[src/rtl/if_id_pkg.sv]
// Shared definitions for the IF/ID boundary register: state encodings,
// the NOP pattern loaded on flush, and default widths.
package if_id_pkg;

    localparam int DATA_W_DEFAULT = 32;
    localparam int CNT_W_DEFAULT  = 16;

    localparam logic [1:0] S_EMPTY = 2'd0;
    localparam logic [1:0] S_ONE   = 2'd1;
    localparam logic [1:0] S_TWO   = 2'd2;

    localparam logic [31:0] NOP_INSTR = 32'h0000_0000;

endpackage : if_id_pkg

[src/rtl/if_id_slot.sv]
// One holding entry of the IF/ID register: PC+4 plus instruction word.
// Clear has priority over load and returns the entry to a NOP.
module if_id_slot
    import if_id_pkg::*;
#(
    parameter int DATA_W = DATA_W_DEFAULT
) (
    input  logic              Clk,
    input  logic              Clear,
    input  logic              Load,
    input  logic [DATA_W-1:0] DPCPlus4,
    input  logic [DATA_W-1:0] DInstruction,
    output logic [DATA_W-1:0] QPCPlus4,
    output logic [DATA_W-1:0] QInstruction
);

    logic [DATA_W-1:0] pc_plus4_r;
    logic [DATA_W-1:0] instruction_r;

    // Entry storage: clear to NOP, otherwise capture on load, otherwise hold.
    always_ff @(posedge Clk) begin
        if (Clear) begin
            pc_plus4_r    <= {DATA_W{1'b0}};
            instruction_r <= DATA_W'(NOP_INSTR);
        end else if (Load) begin
            pc_plus4_r    <= DPCPlus4;
            instruction_r <= DInstruction;
        end else begin
            pc_plus4_r    <= pc_plus4_r;
            instruction_r <= instruction_r;
        end
    end

    assign QPCPlus4     = pc_plus4_r;
    assign QInstruction = instruction_r;

endmodule : if_id_slot

[src/rtl/if_id_stage.sv]
// IF/ID boundary register with a two-entry skid buffer. MAIN drives the
// decode-side ports, SKID absorbs the one word accepted while decode stalls,
// so InReady can come straight from a flop. Also counts decode stalls.
module if_id_stage
    import if_id_pkg::*;
#(
    parameter int DATA_W = DATA_W_DEFAULT,
    parameter int CNT_W  = CNT_W_DEFAULT
) (
    input  logic              Clk,
    input  logic              Reset,
    input  logic              InValid,
    input  logic [DATA_W-1:0] InPCPlus4,
    input  logic [DATA_W-1:0] InInstruction,
    output logic              InReady,
    output logic              OutValid,
    output logic [DATA_W-1:0] OutPCPlus4,
    output logic [DATA_W-1:0] OutInstruction,
    input  logic              OutReady,
    input  logic              Flush,
    output logic [CNT_W-1:0]  StallCount
);

    logic [1:0]        state_r;
    logic [1:0]        state_nxt_s;
    logic              in_ready_r;
    logic              out_valid_r;
    logic [CNT_W-1:0]  stall_count_r;

    logic              in_fire_s;
    logic              out_fire_s;
    logic              main_load_s;
    logic              main_from_skid_s;
    logic              skid_load_s;
    logic              slot_clear_s;

    logic [DATA_W-1:0] skid_pc_plus4_s;
    logic [DATA_W-1:0] skid_instruction_s;
    logic [DATA_W-1:0] main_d_pc_plus4_s;
    logic [DATA_W-1:0] main_d_instruction_s;

    assign in_fire_s    = InValid & in_ready_r;
    assign out_fire_s   = out_valid_r & OutReady;
    assign slot_clear_s = Reset | Flush;

    // Next-state and entry load decisions; flush overrides every transition.
    always_comb begin
        state_nxt_s      = state_r;
        main_load_s      = 1'b0;
        main_from_skid_s = 1'b0;
        skid_load_s      = 1'b0;
        if (Flush) begin
            state_nxt_s = S_EMPTY;
        end else begin
            case (state_r)
                S_EMPTY: begin
                    if (in_fire_s) begin
                        state_nxt_s = S_ONE;
                        main_load_s = 1'b1;
                    end else begin
                        state_nxt_s = S_EMPTY;
                    end
                end
                S_ONE: begin
                    if (in_fire_s && out_fire_s) begin
                        state_nxt_s = S_ONE;
                        main_load_s = 1'b1;
                    end else if (in_fire_s) begin
                        state_nxt_s = S_TWO;
                        skid_load_s = 1'b1;
                    end else if (out_fire_s) begin
                        state_nxt_s = S_EMPTY;
                    end else begin
                        state_nxt_s = S_ONE;
                    end
                end
                S_TWO: begin
                    // InReady is low here, so only the drain move is possible.
                    if (out_fire_s) begin
                        state_nxt_s      = S_ONE;
                        main_load_s      = 1'b1;
                        main_from_skid_s = 1'b1;
                    end else begin
                        state_nxt_s = S_TWO;
                    end
                end
                default: begin
                    state_nxt_s = S_EMPTY;
                end
            endcase
        end
    end

    // MAIN takes the older SKID word when draining, otherwise the fetch word.
    always_comb begin
        if (main_from_skid_s) begin
            main_d_pc_plus4_s    = skid_pc_plus4_s;
            main_d_instruction_s = skid_instruction_s;
        end else begin
            main_d_pc_plus4_s    = InPCPlus4;
            main_d_instruction_s = InInstruction;
        end
    end

    // State register plus flopped valid/ready decoded from the next state.
    always_ff @(posedge Clk) begin
        if (Reset) begin
            state_r     <= S_EMPTY;
            out_valid_r <= 1'b0;
            in_ready_r  <= 1'b1;
        end else begin
            state_r     <= state_nxt_s;
            out_valid_r <= (state_nxt_s != S_EMPTY);
            in_ready_r  <= (state_nxt_s != S_TWO);
        end
    end

    // Saturating count of cycles where decode holds off a valid word.
    always_ff @(posedge Clk) begin
        if (Reset) begin
            stall_count_r <= {CNT_W{1'b0}};
        end else if (out_valid_r && !OutReady && (stall_count_r != {CNT_W{1'b1}})) begin
            stall_count_r <= stall_count_r + CNT_W'(1);
        end else begin
            stall_count_r <= stall_count_r;
        end
    end

    if_id_slot #(.DATA_W(DATA_W)) u_main (
        .Clk          (Clk),
        .Clear        (slot_clear_s),
        .Load         (main_load_s),
        .DPCPlus4     (main_d_pc_plus4_s),
        .DInstruction (main_d_instruction_s),
        .QPCPlus4     (OutPCPlus4),
        .QInstruction (OutInstruction)
    );

    if_id_slot #(.DATA_W(DATA_W)) u_skid (
        .Clk          (Clk),
        .Clear        (slot_clear_s),
        .Load         (skid_load_s),
        .DPCPlus4     (InPCPlus4),
        .DInstruction (InInstruction),
        .QPCPlus4     (skid_pc_plus4_s),
        .QInstruction (skid_instruction_s)
    );

    assign InReady    = in_ready_r;
    assign OutValid   = out_valid_r;
    assign StallCount = stall_count_r;

endmodule : if_id_stage

[config.mk]
export PLATFORM = sky130hd
export DESIGN_NAME = if_id_stage
export DESIGN_NICKNAME = d
export VERILOG_FILES = /design/src/rtl/if_id_pkg.sv /design/src/rtl/if_id_slot.sv /design/src/rtl/if_id_stage.sv
export SDC_FILE = /design/constraint.sdc
export NUM_CORES = 1
export LEC_CHECK = 0
export BUFFER_PORTS_ARGS = -buffer_cell sky130_fd_sc_hd__buf_2
export CAP_MARGIN = 10
export CORE_MARGIN = 2
export CORE_UTILIZATION = 59
export CTS_CLUSTER_SIZE = 14
export DETAILED_ROUTE_END_ITERATION = 8
export PLACE_DENSITY = 0.84
export SYNTH_ARGS = -nofsm -noshare
export SYNTH_HDL_FRONTEND = slang
export SYNTH_SLANG_ARGS = --single-unit
export TNS_END_PERCENT = 10
[constraint.sdc]
create_clock -name Clk -period 4.7 [get_ports Clk]
set_input_delay 0.47 -clock Clk [delete_from_list [all_inputs] [get_ports Clk]]
set_output_delay 0.47 -clock Clk [all_outputs]
set_load 0.01 [all_outputs]
==> summary.md <==
### Synth
* Post-Synthesis Net Count: 917
* number of cells produced by synthesis: 845
* area of the mapped netlist: 0.00694 mm2
* synth unique cells: 41
* yosys synthesis warning count: 0
* most used flip-flop cell after synthesis: sky130_fd_sc_hd__dfxtp_1
* sequential fraction of the synthesis area: 42.7%
* synthesized area per cell: 8.22 um2
* post-synthesis register bit count: 148
* number of synthesized flops with an enable pin: 0
* fraction of synthesis flops using an asynchronous set or reset pin: 0%

### Min path
* endpoint of the worst hold path: u_skid.QInstruction[27]
* hold depth: 3
* kind of path behind the tightest hold check: in -> reg
* Hold Crit Start: InInstruction[27]

### STA
* Final WS setup: 2.20 ns
* worst slack on hold paths: 0.294 ns
* max frequency: 400 MHz
* Worst Max-Slew Pin Slew: 1.12 ns
* accumulated negative setup slack: 0 ns
* Final Hold Vio Count: 0
* Final period util: 53.1%
* worst-case clock skew: 0.00529 ns
* unrepaired setup endpoints after global routing: false
* Slew headroom: 25.0%
* setup-violating endpoint count in the final report: 0
* pins over their slew limit: 0
* Tmin final: 2.50 ns

### Layout
* proportion of layout cells with a drive suffix above 1: 21.5%
* number of nets in the final layout: 1,020
* most common library cell in the layout ignoring fill and taps: sky130_fd_sc_hd__nand2_1
* Layout area overhead: 20.6%
* number of fill cells in the layout: 884
* Inserted Diodes: 0
* final core occ: 73.0%
* most used cells in the layout excluding fill and tap cells: sky130_fd_sc_hd__nand2_1 (198), sky130_fd_sc_hd__buf_2 (149), sky130_fd_sc_hd__dfxtp_1 (148), sky130_fd_sc_hd__a21oi_1 (76), sky130_fd_sc_hd__o21ai_0 (67)

### Routing
* number of antenna-violating nets in the routed design: 0
* total number of vias: 6,284
* number of DRC markers after the initial detailed-route iteration: 570
* DRT Pass-1 Iters: 5
* average wire per standard cell: 15.0 um
* final routed DRC violation total: 0
* total detailed-routing wirelength: 16,500 um
* average via count per standard cell: 5.70

### Critical path
* reg-to-reg startpoint: OutValid
* critical-path cell with the highest stage delay: sky130_fd_sc_hd__o21bai_4
* Max Fanout on Critical Path: 38
* cell depth of the worst flop-to-flop path: 7
* data arrival time of the worst path: 2.85 ns
* maximum cell stage delay along the critical path: 0.86 ns
* R2R Path End: u_main.QInstruction[27]
* Critical Path Source: OutValid
* crit start category: flop
* setup slack on the worst flop-to-flop path: 2.20 ns
* crit path capture type: flop
* worst path cell trace: nand2_1, inv_1, ha_1, and2_1, o21bai_4, buf_12, mux2i_1
* critical setup path kind: reg -> reg
* required time at the endpoint of the critical path: 5.05 ns

### CTS
* cts-stage hold buffer count: 0
* number of cells upsized or downsized after cts: 0
* clock root buffer: sky130_fd_sc_hd__clkbuf_16
* insertion delay to the later sink of the worst-skew pair: 0.42 ns
* clock tree from TritonCTS: done
* clock transition time at the flip-flop clock pins of the worst setup and hold paths: 0.06 ns
* post-CTS setup repair buffer count: 0
* Clock Tree Buf Depth: 2
* clock net sink count: 148
* number of clock buffers inserted by TritonCTS: 17
* H-tree depth: 4

### Power
* P_leak: 3.39 nW
* Tot Pwr: 3.06 mW
* Max IR drop VDD: 0.000269 V
* PD cells: 365 mW/mm2

### GRT
* vias in the first global route: 5,636
* overall overflow remaining after global route: 0
* global-route total usage across every layer: 26.2%
* maximum number of pins on one net before global-route repair: 86
* wire length of the first global-routing pass: 27,200 um
* number of antenna violations at the first check in global routing: 0

### Placed design
* hpwl dp: 9760 um
* count of buffers from port buffering: 150
* worst setup timing slack at the placement stage: 1.98 ns
* placer's final routability congestion estimate: 0.844

### Floorplan
* initial core utilization: 60.5%
* area of the die: 0.0127 mm2
* Die Height: 112 um
* placement row count: 39
* width of the die: 112 um
* area of the core: 0.0115 mm2
* IO Pins: 151

### Job
* max-cap violation count: 0

### Outcome
* result of the run: complete, no violations

==> cells by family after synthesis <==
group / count (synthesis) / share of synthesized area (%)
buf+inv: 78 / 4.43
flops: 148 / 42.7
fa+ha+maj: 3 / 0.541
simple gates: 323 / 23.0
mux: 73 / 10.7
compound gates: 220 / 18.7
==> final cells by class <==
cell class                      instances  area (um2)  area share [%]
Tap cell                              143         179            2.14
Clock inverter                         10         200            2.39
Sequential cell                       148        2960            35.4
Inverter                                3        11.3           0.134
Clock buffer                           21         480            5.74
Timing Repair Buffer                  159         846            10.1
Multi-Input combinational cell        619        3690            44.1
==> how the worst max path moves through the flow <==
stage | endpoint | slack [ns]
after floorplan | u_main.QInstruction[0] | 2.95
after global placement | u_main.QInstruction[20] | 2.06
after detailed placement | u_main.QInstruction[24] | 1.98
after CTS | u_main.QInstruction[8] | 2.18
after global routing | u_main.QInstruction[10] | 2.04
final | u_main.QInstruction[27] | 2.20
==> critical path: cells and delay by family (launching register included) <==
kind                       cells  cell delay, ns
AOI/OAI and AO/OA              1            0.86
and+or+nand+nor                2            0.30
adders and majority gates      1            0.18
muxes                          1            0.24
DFF                            1            0.38
buffers and inverters          2            0.41
==> through the flow <==
step,instances,area (um2)
floorplan,845,6940
global placement,1072,7690
detailed placement,1072,7690
CTS,1103,8370
global route,1103,8370
finish,1103,8370
==> state kept, by name (all words and copies together), names as in the netlist <==
signal	count
u_skid.QPCPlus4	32
u_skid.QInstruction	32
u_main.QInstruction	32
InReady	1
u_main.QPCPlus4	32
StallCount	16
OutValid	1
state_r	2
==> cell usage after synthesis, types with 3 or more instances <==
| cell | n | area share (%) |
|---|---|---|
| sky130_fd_sc_hd__nor2b_1 | 8 | 0.72 |
| sky130_fd_sc_hd__clkbuf_1 | 58 | 3.1 |
| sky130_fd_sc_hd__ha_1 | 3 | 0.54 |
| sky130_fd_sc_hd__mux2i_1 | 66 | 9.5 |
| sky130_fd_sc_hd__o21ai_0 | 67 | 4.8 |
| sky130_fd_sc_hd__nor3b_1 | 64 | 6.9 |
| sky130_fd_sc_hd__dfxtp_1 | 148 | 43 |
| sky130_fd_sc_hd__nor2_1 | 13 | 0.70 |
| sky130_fd_sc_hd__nand3_1 | 9 | 0.65 |
| sky130_fd_sc_hd__a21oi_1 | 76 | 5.5 |
| sky130_fd_sc_hd__and2_1 | 4 | 0.36 |
| sky130_fd_sc_hd__nand2_1 | 199 | 11 |
| sky130_fd_sc_hd__nand4_1 | 4 | 0.36 |
| sky130_fd_sc_hd__buf_2 | 12 | 0.87 |
| sky130_fd_sc_hd__buf_1 | 5 | 0.27 |
| sky130_fd_sc_hd__mux2_2 | 7 | 1.1 |
| sky130_fd_sc_hd__o21a_1 | 66 | 7.1 |
| sky130_fd_sc_hd__inv_1 | 3 | 0.16 |
==> layer usage <==
layer	part of all wire [%]	vias up	track usage, %
li1	-	3111	-
met1	46	2981	34.8
met2	48	169	42.3
met3	4.9	23	5.89
met4	1.5	0	8.94
met5	0	-	0
==> report_power, final <==
group | internal, mW | switching (mW) | total (mW)
registers | 1.27 | 0.0113 | 1.28
logic | 0.0860 | 0.130 | 0.216
clock network | 1.05 | 0.512 | 1.56
total | 2.40 | 0.653 | 3.06
Note: power is estimated with default switching activity, not from simulation.
